File: src/rtl/test_switch_led_ctrl.sv
// Multi-channel test switch / LED controller: per-channel sync, debounce, press
// detect and LED mode mux, sharing one free-running blink prescaler.

module switch_led_ch #(
  parameter int DB_CYCLES      = 16,
  parameter int STRETCH_CYCLES = 256
) (
  input  logic       clk,
  input  logic       reset_n,
  input  logic       sw_raw,
  input  logic [1:0] mode,
  input  logic       lamp_test,
  input  logic       blink_phase,
  output logic       sw_db,
  output logic       sw_press,
  output logic       test_led
);
  localparam int DBW = (DB_CYCLES > 1) ? $clog2(DB_CYCLES) : 1;
  localparam int STW = $clog2(STRETCH_CYCLES + 1);

  logic [1:0]     sync_q;
  logic [DBW-1:0] db_cnt;
  logic [STW-1:0] st_cnt;
  logic           sync, db_fire, press_nxt;

  assign sync = sync_q[1];

  always_comb begin
    db_fire   = (sync != sw_db) && (db_cnt == DBW'(DB_CYCLES - 1));
    press_nxt = db_fire && !sync;
  end

  always_ff @(posedge clk or negedge reset_n) begin
    if (!reset_n) begin
      sync_q   <= 2'b11;
      db_cnt   <= '0;
      sw_db    <= 1'b1;
      sw_press <= 1'b0;
      st_cnt   <= '0;
      test_led <= 1'b1;
    end else begin
      sync_q   <= {sync_q[0], sw_raw};
      sw_press <= press_nxt;
      // any sample matching the current level restarts the stability count
      if (sync == sw_db)  db_cnt <= '0;
      else if (db_fire) begin
        sw_db  <= sync;
        db_cnt <= '0;
      end else            db_cnt <= db_cnt + 1'b1;
      // a new press always reloads, even on the cycle the count would expire
      if (press_nxt)           st_cnt <= STW'(STRETCH_CYCLES);
      else if (st_cnt != '0)   st_cnt <= st_cnt - 1'b1;
      if (lamp_test) test_led <= 1'b1;
      else begin
        case (mode)
          2'b00:   test_led <= ~sw_db;
          2'b01:   test_led <= 1'b1;
          2'b10:   test_led <= blink_phase;
          default: test_led <= (st_cnt != '0);
        endcase
      end
    end
  end
endmodule


File: config.mk
export PLATFORM = sky130hd
export DESIGN_NAME = switch_led_ch
export DESIGN_NICKNAME = d
export VERILOG_FILES = /design/src/rtl/test_switch_led_ctrl.sv
export SDC_FILE = /design/constraint.sdc
export NUM_CORES = 1
export LEC_CHECK = 0
export BUFFER_PORTS_ARGS = -buffer_cell sky130_fd_sc_hd__buf_4
export CAP_MARGIN = 5
export CORE_MARGIN = 4
export CORE_UTILIZATION = 50
export DETAILED_ROUTE_END_ITERATION = 10
export HOLD_SLACK_MARGIN = 0.08
export PLACE_DENSITY = 0.69
export SLEW_MARGIN = 20
export SYNTH_ARGS = -nofsm -noshare
export SYNTH_HDL_FRONTEND = slang
export SYNTH_SLANG_ARGS = --single-unit
File: constraint.sdc
create_clock -name clk -period 2 [get_ports clk]
set_input_delay 0.4 -clock clk [delete_from_list [all_inputs] [get_ports clk]]
set_output_delay 0.4 -clock clk [all_outputs]
set_load 0.01 [all_outputs]
==> out/results.ini, run 1 <==
[drt]
antenna_left=0
drtPass1Iterations=4
drc=0
wirelength_um=1590
drt-initial-drc-count=12
vias_per_cell=6.28
wire_per_inst_um=15.1
vias=659

[global_routing]
overflow=0
grt_pass1_wl_um=2780
grt_pass1_vias=681
track_usage=0.147
antenna_found_initial=0
grt_max_degree=19

[final_layout]
nets=99
layout-drive-gt1-share=0.292
area_growth_pct=19.0
regArea_um2=455
fill_cells=126
final_cell_mix=dfrtp_1 (14), buf_4 (12), a21oi_1 (7), o21ai_0 (4), dfstp_2 (4)
layout_commonest_cell=dfrtp_1
multiInputGateArea_um2=358
n_antenna_cell=0

[clocking]
cts_resized=0
numCtsBuffers=3
cts_tree=done
clk-insertion-delay-late_ns=0.29
cts_max_path_buffers=2
clk_pin_slew_ns=0.10
clock_sinks=18
root_buffer=clkbuf_4
cts_htree_levels=1

[setup_path]
path_buf_inv=0
cpLargestDelayFamily=simple AND/OR/NAND/NOR gates
cp_slowest_cell=or4_4
path_cells=or4_4 > or4_1 > a21oi_1
critPathArrivalTime_ns=1.94
critPathKind=reg -> reg
crit_path_max_fanout=8
cp-start-kind=flop
worstReg2RegStart=st_cnt[3]$_DFFE_PN0P_
reg2reg_depth=3
reg2reg_slack_ns=0.28
critPathCapture=st_cnt[7]$_DFFE_PN0P_
crit_start=st_cnt[3]$_DFFE_PN0P_
slowest_delay_ns=0.53
cp-end-kind=flop
required_ns=2.22
r2r-end=st_cnt[7]$_DFFE_PN0P_
cp.depth=3

[synthesis]
synthCells=72
synth.distinct_cells=30
yosysWarnings=0
synth_nets=81
synth_area_um2=825
avgSynthCellArea_um2=11.5
seq_area_frac_synth=0.552
ys_ff_latch=18

[timing]
finalSetupViolations=0
worst_pin_slew_ns=0.331
finClkSkew_ns=0.000514
max-slew-margin-rel=0.778
fmax_mhz=583
hold_ws_ns=0.207
period_needed_ns=1.72
rsz0062_at_grt=false
maxSlewViolCount=0
finalHoldViolCount=0
setup-tns-final_ns=0
finalCritPeriodShare=0.858

[floorplanning]
initial_utilization=0.541
rows=14
pin_count=10
die_h_um=48.6
core_um2=1520
dieArea_um2=2360
die_w_um=48.6

[power_and_ir_drop]
p_leak_nw=0.466
power_density_nw_per_um2=908
peakVddDrop_v=0.000598

[flow_run]
max_cap_viol_count=0

[placement]
io_buffer_count=9
gp_congestion=0.831
dpl.hpwl_um=1150

[min_path]
holdPathStages=1
hp-class=in -> reg

[run_status]
status=finished, final reports clean

[synth_stat cells]
master	n	area (um2)
a211oi_1	1	7.51
nor3_1	3	15.0
dfstp_2	4	105
o31ai_1	2	15.0
xnor2_1	2	17.5
a211o_2	1	10.0
a31oi_1	1	6.26
a211o_1	2	17.5
nand3_1	1	5.00
ha_1	2	25.0
nor2_1	3	11.3
a2111o_1	1	11.3
or3_1	1	6.26
nor2b_1	1	6.26
nor4_1	1	6.26
a21o_1	3	22.5
or3_2	1	7.51
or4_1	2	15.0
inv_1	3	11.3
a311oi_1	2	17.5
dfrtp_1	14	350
mux2_2	1	11.3
or4b_2	1	10.0
nand2b_1	3	18.8
or4_4	1	11.3
a21oi_1	7	35.0
nand2_1	2	7.51
nand4_1	1	6.26
o21ai_0	4	20.0
nor4b_2	1	15.0
[per-stage QoR]
stage | area, um2 | setup WS (ns) | utilization | power, mW | instances
after floorplan | 825 | 0.364 | - | 0.602 | 72
after detailed placement | 935 | 0.302 | 0.613 | 0.676 | 100
final | 981 | 0.284 | 0.644 | 0.890 | 105
after CTS | 981 | 0.283 | 0.644 | 0.898 | 105
after global routing | 981 | 0.215 | 0.644 | 0.954 | 105
after global placement | 935 | 0.336 | 0.613 | 0.667 | 100
[layout make-up]
class | count | share of cell area
repair buffers | 13 | 0.102
multi-input cells | 51 | 0.365
inverters | 3 | 0.0115
flip-flops and latches | 18 | 0.464
well taps | 16 | 0.0204
clock buffers | 4 | 0.0370
[metal layers]
layer / routed length (um) / track usage / share of wire
met3: 80 / 0.0307 / 0.050
met1: 720 / 0.176 / 0.45
met4: 33 / 0.0673 / 0.021
met2: 755 / 0.250 / 0.47
met5: 0 / 0 / 0
[registers in the layout (all words and copies together) (netlist names)]
name	flops
sync_q	2
sw_press	1
st_cnt	9
test_led	1
sw_db	1
db_cnt	4
[cells by family (layout without fill, tap and decap cells)]
group / after synthesis / count (layout) / synth area share
xor+xnor: 2 / 2 / 0.0212
fa+ha+maj: 2 / 2 / 0.0303
compound gates: 24 / 24 / 0.197
flops: 18 / 18 / 0.552
mux: 1 / 1 / 0.0137
buf+inv: 3 / 20 / 0.0137
simple gates: 22 / 22 / 0.171
[report_power, final]
group	switching, mW	internal [mW]
logic	0.105	0.141
registers	0.0231	0.398
clock network	0.112	0.111
[worst min path at each step]
stage               startpoint                   to
floorplan              reset_n  db_cnt[0]$_DFF_PN0_
global placement       reset_n  db_cnt[0]$_DFF_PN0_
detailed placement     reset_n  db_cnt[0]$_DFF_PN0_
CTS                     sw_raw  sync_q[0]$_DFF_PN1_
global route            sw_raw  sync_q[0]$_DFF_PN1_
finish                  sw_raw  sync_q[0]$_DFF_PN1_
[timing repair]
action | CTS | global route
hold buffers | 1 | 0
hold endpoints to repair | 14 | 0
buffers inserted | 0 | 0
endpoints found under the setup margin | 0 | 0
No activity file was read; power rests on OpenSTA's default activity.
==> run 2: changes to the inputs <==
--- a/config.mk
+++ b/config.mk
@@ -5,13 +5,13 @@
 export SDC_FILE = /design/constraint.sdc
 export NUM_CORES = 1
 export LEC_CHECK = 0
-export BUFFER_PORTS_ARGS = -buffer_cell sky130_fd_sc_hd__buf_4
 export CAP_MARGIN = 5
 export CORE_MARGIN = 4
 export CORE_UTILIZATION = 50
 export DETAILED_ROUTE_END_ITERATION = 10
+export DONT_BUFFER_PORTS = 1
 export HOLD_SLACK_MARGIN = 0.08
-export PLACE_DENSITY = 0.69
+export PLACE_DENSITY = 0.64
 export SLEW_MARGIN = 20
 export SYNTH_ARGS = -nofsm -noshare
 export SYNTH_HDL_FRONTEND = slang
==> run 2 against run 1 <==
  * Global-route usage decreased by 0.81 points
  * Setup slack improved by 0.0083 ns
  * Final cell count decreased by 7.6%
  * Register-to-register slack about the same
  * Non-clock buffer count decreased by 8
  * Routed wire length decreased by 9.9%
  * Highest routed layer unchanged
  * Power decreased by 1.4%
  * Critical path depth unchanged
  * Largest cell class unchanged
  * Critical endpoint unchanged
  * Largest power group unchanged
  * Hold slack got worse by 0.014 ns
==> out/results.ini, run 2 (same netlist as run 1, synthesis figures left out) <==
[timing]
worst_pin_slew_ns=0.790  ; was 0.331 ns
max-slew-margin-rel=0.472  ; was 0.778
fmax_mhz=585  ; was 583 MHz
finalSetupViolations=0  ; unchanged
finalHoldViolCount=0  ; unchanged
rsz0062_at_grt=false  ; unchanged
finalCritPeriodShare=0.854  ; was 0.858
maxSlewViolCount=0  ; unchanged
period_needed_ns=1.71  ; was 1.72 ns
finClkSkew_ns=0.00541  ; was 0.000514 ns
setup-tns-final_ns=0  ; unchanged

[final_layout]
final_cell_mix=dfrtp_1 (14), a21oi_1 (7), o21ai_0 (4), dfstp_2 (4)  ; was dfrtp_1 (14), buf_4 (12), a21oi_1 (7), o21ai_0 (4), dfstp_2 (4)
nets=91  ; was 99
area_growth_pct=12.0  ; was 19.0%
n_antenna_cell=0  ; unchanged
layout_commonest_cell=dfrtp_1  ; unchanged
reg_top3=st_cnt: 9 flops, db_cnt: 4 flops, sync_q: 2 flops  ; unchanged
multiInputGateArea_um2=358  ; unchanged
largest-register=st_cnt  ; unchanged
layout-drive-gt1-share=0.210  ; was 0.292
final_cells=97  ; was 105
fill_cells=124  ; was 126
largest_reg_flops=9  ; unchanged
regArea_um2=455  ; unchanged

[placement]
gp_congestion=0.720  ; was 0.831
io_buffer_count=0  ; was 9
dpl.hpwl_um=990  ; was 1150 um
dp_cells=91  ; was 100

[clocking]
cts_max_path_buffers=2  ; unchanged
root_buffer=clkbuf_4  ; unchanged
clk_pin_slew_ns=0.10  ; about the same
numCtsBuffers=3  ; unchanged
clk-insertion-delay-late_ns=0.30  ; was 0.29 ns
cts_tree=done  ; unchanged
clock_sinks=18  ; unchanged
cts_htree_levels=1  ; unchanged
post_cts_buffers=0  ; unchanged

[drt]
drc=0  ; unchanged
wirelength_um=1430  ; was 1590 um
wire_per_inst_um=14.8  ; was 15.1 um
drtPass1Iterations=4  ; unchanged
vias_per_cell=6.09  ; was 6.28
drt-initial-drc-count=14  ; was 12
vias=591  ; was 659
antenna_left=0  ; unchanged

[setup_path]
critPathKind=reg -> reg  ; unchanged
cp_slowest_cell=or4_4  ; unchanged
slowest_delay_ns=0.57  ; was 0.53 ns
cp-end-kind=flop  ; unchanged
cp-start-kind=flop  ; unchanged
crit_path_max_fanout=5  ; was 8
path_cells=or4_4 > or4_1 > a21oi_1  ; unchanged
critPathArrivalTime_ns=1.94  ; about the same
required_ns=2.23  ; was 2.22 ns

[floorplanning]
core_um2=1520  ; unchanged
initial_utilization=0.541  ; unchanged
pin_count=10  ; unchanged
rows=14  ; unchanged
dieArea_um2=2360  ; unchanged
die_w_um=48.6  ; unchanged
die_h_um=48.6  ; unchanged

[run_status]
status=finished, final reports clean  ; unchanged

[power_and_ir_drop]
p_leak_nw=0.426  ; was 0.466 nW
peakVddDrop_v=0.000534  ; was 0.000598 V
power_density_nw_per_um2=951  ; was 908 nW/um2

[global_routing]
grt_busiest_layer=met2  ; unchanged
antenna_found_initial=0  ; unchanged
grt_pass1_wl_um=2580  ; was 2780 um
use_met3=0.0307  ; unchanged
track_usage=0.139  ; was 0.147
grt_pass1_vias=583  ; was 681
grt_max_degree=19  ; unchanged
use_met1=0.188  ; was 0.176
overflow=0  ; unchanged
met2_usage=0.209  ; was 0.250

[min_path]
hp-class=in -> reg  ; unchanged

[flow_run]
max_cap_viol_count=0  ; unchanged

## run 2: cell types whose count changed in the layout (fill, tap and decap cells not counted), sizes merged
cell / change
buf: -9
dlygate4sd3: +1
## run 2: worst paths after layout
kind / startpoint / to / slack, ns / cells after the start
worst min-delay path: lamp_test / test_led$_DFF_PN1_ / 0.19 / 1
min in group asynchronous: reset_n / st_cnt[8]$_DFFE_PN0P_ / 0.62 / 1
worst max-delay path: st_cnt[5]$_DFFE_PN0P_ / st_cnt[7]$_DFFE_PN0P_ / 0.29 / 3
worst max register to register: st_cnt[5]$_DFFE_PN0P_ / st_cnt[7]$_DFFE_PN0P_ / 0.29 / 3
max in group asynchronous: reset_n / db_cnt[2]$_DFF_PN0_ / 0.89 / 1
worst min register to register: sync_q[0]$_DFF_PN1_ / sync_q[1]$_DFF_PN1_ / 0.36 / 0
## run 2: where the power goes
| group | internal (mW) | switching, mW | total, mW |
|---|---|---|---|
| combinational | 0.132 | 0.0997 | 0.232 |
| clock | 0.111 | 0.112 | 0.224 |
| sequential | 0.398 | 0.0240 | 0.422 |
| total | 0.642 | 0.236 | 0.878 |
## run 2: area by class of cell
class	count	area share
multi-input combinational	51	0.388
inverter	3	0.0122
clock buffer	4	0.0393
tap	16	0.0217
timing repair buffer	5	0.0461
sequential	18	0.493
## run 2: stage by stage
stage | power, mW | area, um2 | hold WS, ns | utilization | setup slack [ns]
2_1_floorplan | 0.602 | 825 | 0.104 | - | 0.364
3_3_place_gp | 0.649 | 867 | 0.105 | 0.569 | 0.338
3_5_place_dp | 0.650 | 867 | 0.105 | 0.569 | 0.316
4_1_cts | 0.884 | 913 | 0.0855 | 0.599 | 0.289
5_1_grt | 0.946 | 923 | 0.180 | 0.606 | 0.241
6_report | 0.878 | 923 | 0.193 | 0.606 | 0.292
## run 2: what timing repair did
item	4_1_cts	5_1_grt
gates resized for setup	0	0
hold buffers	1	1
hold endpoints to repair	18	1
## run 2: critical path: cells and delay by family, from the launching register on
| kind | cells | cell delay, ns |
|---|---|---|
| AO/OA/AOI/OAI | 1 | 0.15 |
| flip-flops | 1 | 0.42 |
| AND/OR/NAND/NOR | 2 | 1.08 |
## run 2: layer usage
layer / wire length [um] / vias to the layer above
li1: - / 297
met1: 713 / 277
met2: 630 / 11
met3: 60 / 6
met4: 28 / 0
met5: 0 / -
==> run 3: changes to the inputs <==
==> constraint.sdc (replaced) <==
create_clock -name clk -period 1.8 [get_ports clk]
set_input_delay 0.36 -clock clk [delete_from_list [all_inputs] [get_ports clk]]
set_output_delay 0.36 -clock clk [all_outputs]
set_load 0.01 [all_outputs]
==> run 3 against run 2 <==
  * Die area unchanged
  * Global-route usage fell by 0.13 points
  * Fmax shrank 0.75%
  * Sequential cell count unchanged
  * Non-clock buffer count grew 1
  * Combinational power rose by 17%
  * Final cell count rose by 1.0%
  * Setup slack got worse by 0.21 ns
  * Clock power rose by 9.8%
  * Routed wire length fell by 1.7%
  * Critical path depth is the same
==> out/results.ini, run 3 (same netlist as run 1, synthesis figures left out) <==
[run_status]
status=finished, final reports clean  ; unchanged

[final_layout]
final_cells=98  ; was 97
largest_reg_flops=9  ; unchanged
layout-drive-gt1-share=0.256  ; was 0.210
nets=92  ; was 91
area_growth_pct=13.8  ; was 12.0%
final_cell_mix=dfrtp_1 (13), a21oi_1 (6), o21ai_0 (4), buf_4 (4), dfstp_2 (4)  ; was dfrtp_1 (14), a21oi_1 (7), o21ai_0 (4), dfstp_2 (4)
n_antenna_cell=0  ; unchanged
reg_top3=st_cnt: 9 flops, db_cnt: 4 flops, sync_q: 2 flops  ; unchanged
largest-register=st_cnt  ; unchanged
design_area_um2=938  ; was 923 um2
layout_commonest_cell=dfrtp_1  ; unchanged

[placement]
dp_cells=92  ; was 91
gp_congestion=0.723  ; was 0.720
placed_area_um2=875  ; was 867 um2
io_buffer_count=0  ; unchanged

[floorplanning]
die_w_um=48.6  ; unchanged
initial_utilization=0.541  ; unchanged
core_um2=1520  ; unchanged
die_h_um=48.6  ; unchanged
rows=14  ; unchanged
dieArea_um2=2360  ; unchanged
pin_count=10  ; unchanged

[drt]
drtPass1Iterations=4  ; unchanged
wirelength_um=1410  ; was 1430 um
antenna_left=0  ; unchanged
wire_per_inst_um=14.4  ; was 14.8 um
vias_per_cell=6.16  ; was 6.09
drc=0  ; unchanged
drt-initial-drc-count=18  ; was 14
vias=604  ; was 591

[global_routing]
grt_max_degree=19  ; unchanged
grt_pass1_wl_um=2620  ; was 2580 um
grt_pass1_vias=602  ; was 583
track_usage=0.138  ; was 0.139
antenna_found_initial=0  ; unchanged
overflow=0  ; unchanged

[setup_path]
critPathArrivalTime_ns=1.95  ; was 1.94 ns
reg2reg_depth=3  ; unchanged
r2r-end=st_cnt[7]$_DFFE_PN0P_  ; unchanged
reg2reg_slack_ns=0.08  ; was 0.29 ns
cp_slowest_cell=or4_4  ; unchanged
slowest_delay_ns=0.56  ; was 0.57 ns
required_ns=2.03  ; was 2.23 ns
cp-start-kind=flop  ; unchanged
critPathKind=reg -> reg  ; unchanged
crit_path_max_fanout=5  ; unchanged
worstReg2RegStart=st_cnt[5]$_DFFE_PN0P_  ; unchanged
cp-end-kind=flop  ; unchanged
path_cells=or4_4 > or4_1 > a21oi_2  ; was or4_4 > or4_1 > a21oi_1

[power_and_ir_drop]
p_leak_nw=0.427  ; was 0.426 nW
p_total_mw=0.986  ; was 0.878 mW
peakVddDrop_v=0.000514  ; was 0.000534 V
power_density_nw_per_um2=1050  ; was 951 nW/um2

[timing]
setup-tns-final_ns=0  ; unchanged
fmax_mhz=581  ; was 585 MHz
finClkSkew_ns=0.00731  ; was 0.00541 ns
finalSetupViolations=0  ; unchanged
maxSlewViolCount=0  ; unchanged
max-slew-margin-rel=0.476  ; was 0.472
finalHoldViolCount=0  ; unchanged
rsz0062_at_grt=false  ; unchanged
period_needed_ns=1.72  ; was 1.71 ns
finalCritPeriodShare=0.956  ; was 0.854
worst_pin_slew_ns=0.784  ; was 0.790 ns

[clocking]
root_buffer=clkbuf_4  ; unchanged
clk_pin_slew_ns=0.11  ; was 0.10 ns
cts_tree=done  ; unchanged
numCtsBuffers=3  ; unchanged
cts_max_path_buffers=2  ; unchanged
cts_htree_levels=1  ; unchanged
clock_sinks=18  ; unchanged
clk-insertion-delay-late_ns=0.29  ; was 0.30 ns

[min_path]
holdPathStages=1  ; unchanged
hp-class=in -> reg  ; unchanged
hp-start=lamp_test  ; unchanged
whs_endpoint=test_led$_DFF_PN1_  ; unchanged

[flow_run]
max_cap_viol_count=0  ; unchanged

## run 3: cell types whose count changed in the layout (fill, tap and decap cells not counted), sizes merged
cell and change:
buf +1
## run 3: cell type report
type / instances / area, um2
sequential: 18 / 457
multi-input combinational: 51 / 364
tap: 16 / 20.0
timing repair buffer: 6 / 50.0
fill: 130 / 586
clock buffer: 4 / 36.3
inverter: 3 / 11.3
## run 3: report_power, final
part           total (mW)  switching (mW)  leakage (nW)  internal (mW)
sequential          0.469          0.0263         0.233          0.443
clock               0.246           0.123        0.0210          0.123
combinational       0.271           0.113         0.173          0.158
total               0.986           0.263         0.427          0.724
## run 3: worst max-delay path by stage
stage | from | to | slack [ns] | cells past startpoint
floorplan | st_cnt[5]$_DFFE_PN0P_ | st_cnt[7]$_DFFE_PN0P_ | 0.16 | 3
global placement | st_cnt[3]$_DFFE_PN0P_ | st_cnt[7]$_DFFE_PN0P_ | 0.14 | 3
detailed placement | st_cnt[5]$_DFFE_PN0P_ | st_cnt[7]$_DFFE_PN0P_ | 0.1 | 3
CTS | st_cnt[3]$_DFFE_PN0P_ | st_cnt[7]$_DFFE_PN0P_ | 0.07 | 3
global route | st_cnt[6]$_DFFE_PN0P_ | st_cnt[7]$_DFFE_PN0P_ | 0.009 | 3
finish | st_cnt[5]$_DFFE_PN0P_ | st_cnt[7]$_DFFE_PN0P_ | 0.08 | 3
## run 3: timing repair
action,CTS,global route
gates resized for setup,0,3
buffers inserted,0,0
hold endpoints to repair,19,0
hold buffers,2,0
endpoints found under the setup margin,0,1
## run 3: per-stage QoR
step / hold WS, ns / utilization / worst slack, ns
2_1_floorplan: 0.0644 / - / 0.164
3_3_place_gp: 0.0648 / 0.574 / 0.137
3_5_place_dp: 0.0649 / 0.574 / 0.0951
4_1_cts: 0.158 / 0.611 / 0.0691
5_1_grt: 0.143 / 0.616 / 0.00913
6_report: 0.165 / 0.616 / 0.0790
## run 3: routing by layer
layer | share of wire | global-route usage | wire length (um) | vias up
li1 | - | - | - | 298
met1 | 0.51 | 0.199 | 725 | 287
met2 | 0.43 | 0.200 | 605 | 15
met3 | 0.041 | 0.0276 | 58 | 4
met4 | 0.013 | 0.0538 | 19 | 0
met5 | 0 | 0 | 0 | -
## run 3: worst max-delay path, delay by kind of cell, from the launching register on
| family | cells | cell delay [ns] |
|---|---|---|
| flip-flops | 1 | 0.41 |
| AO/OA/AOI/OAI | 1 | 0.15 |
| AND/OR/NAND/NOR | 2 | 1.10 |
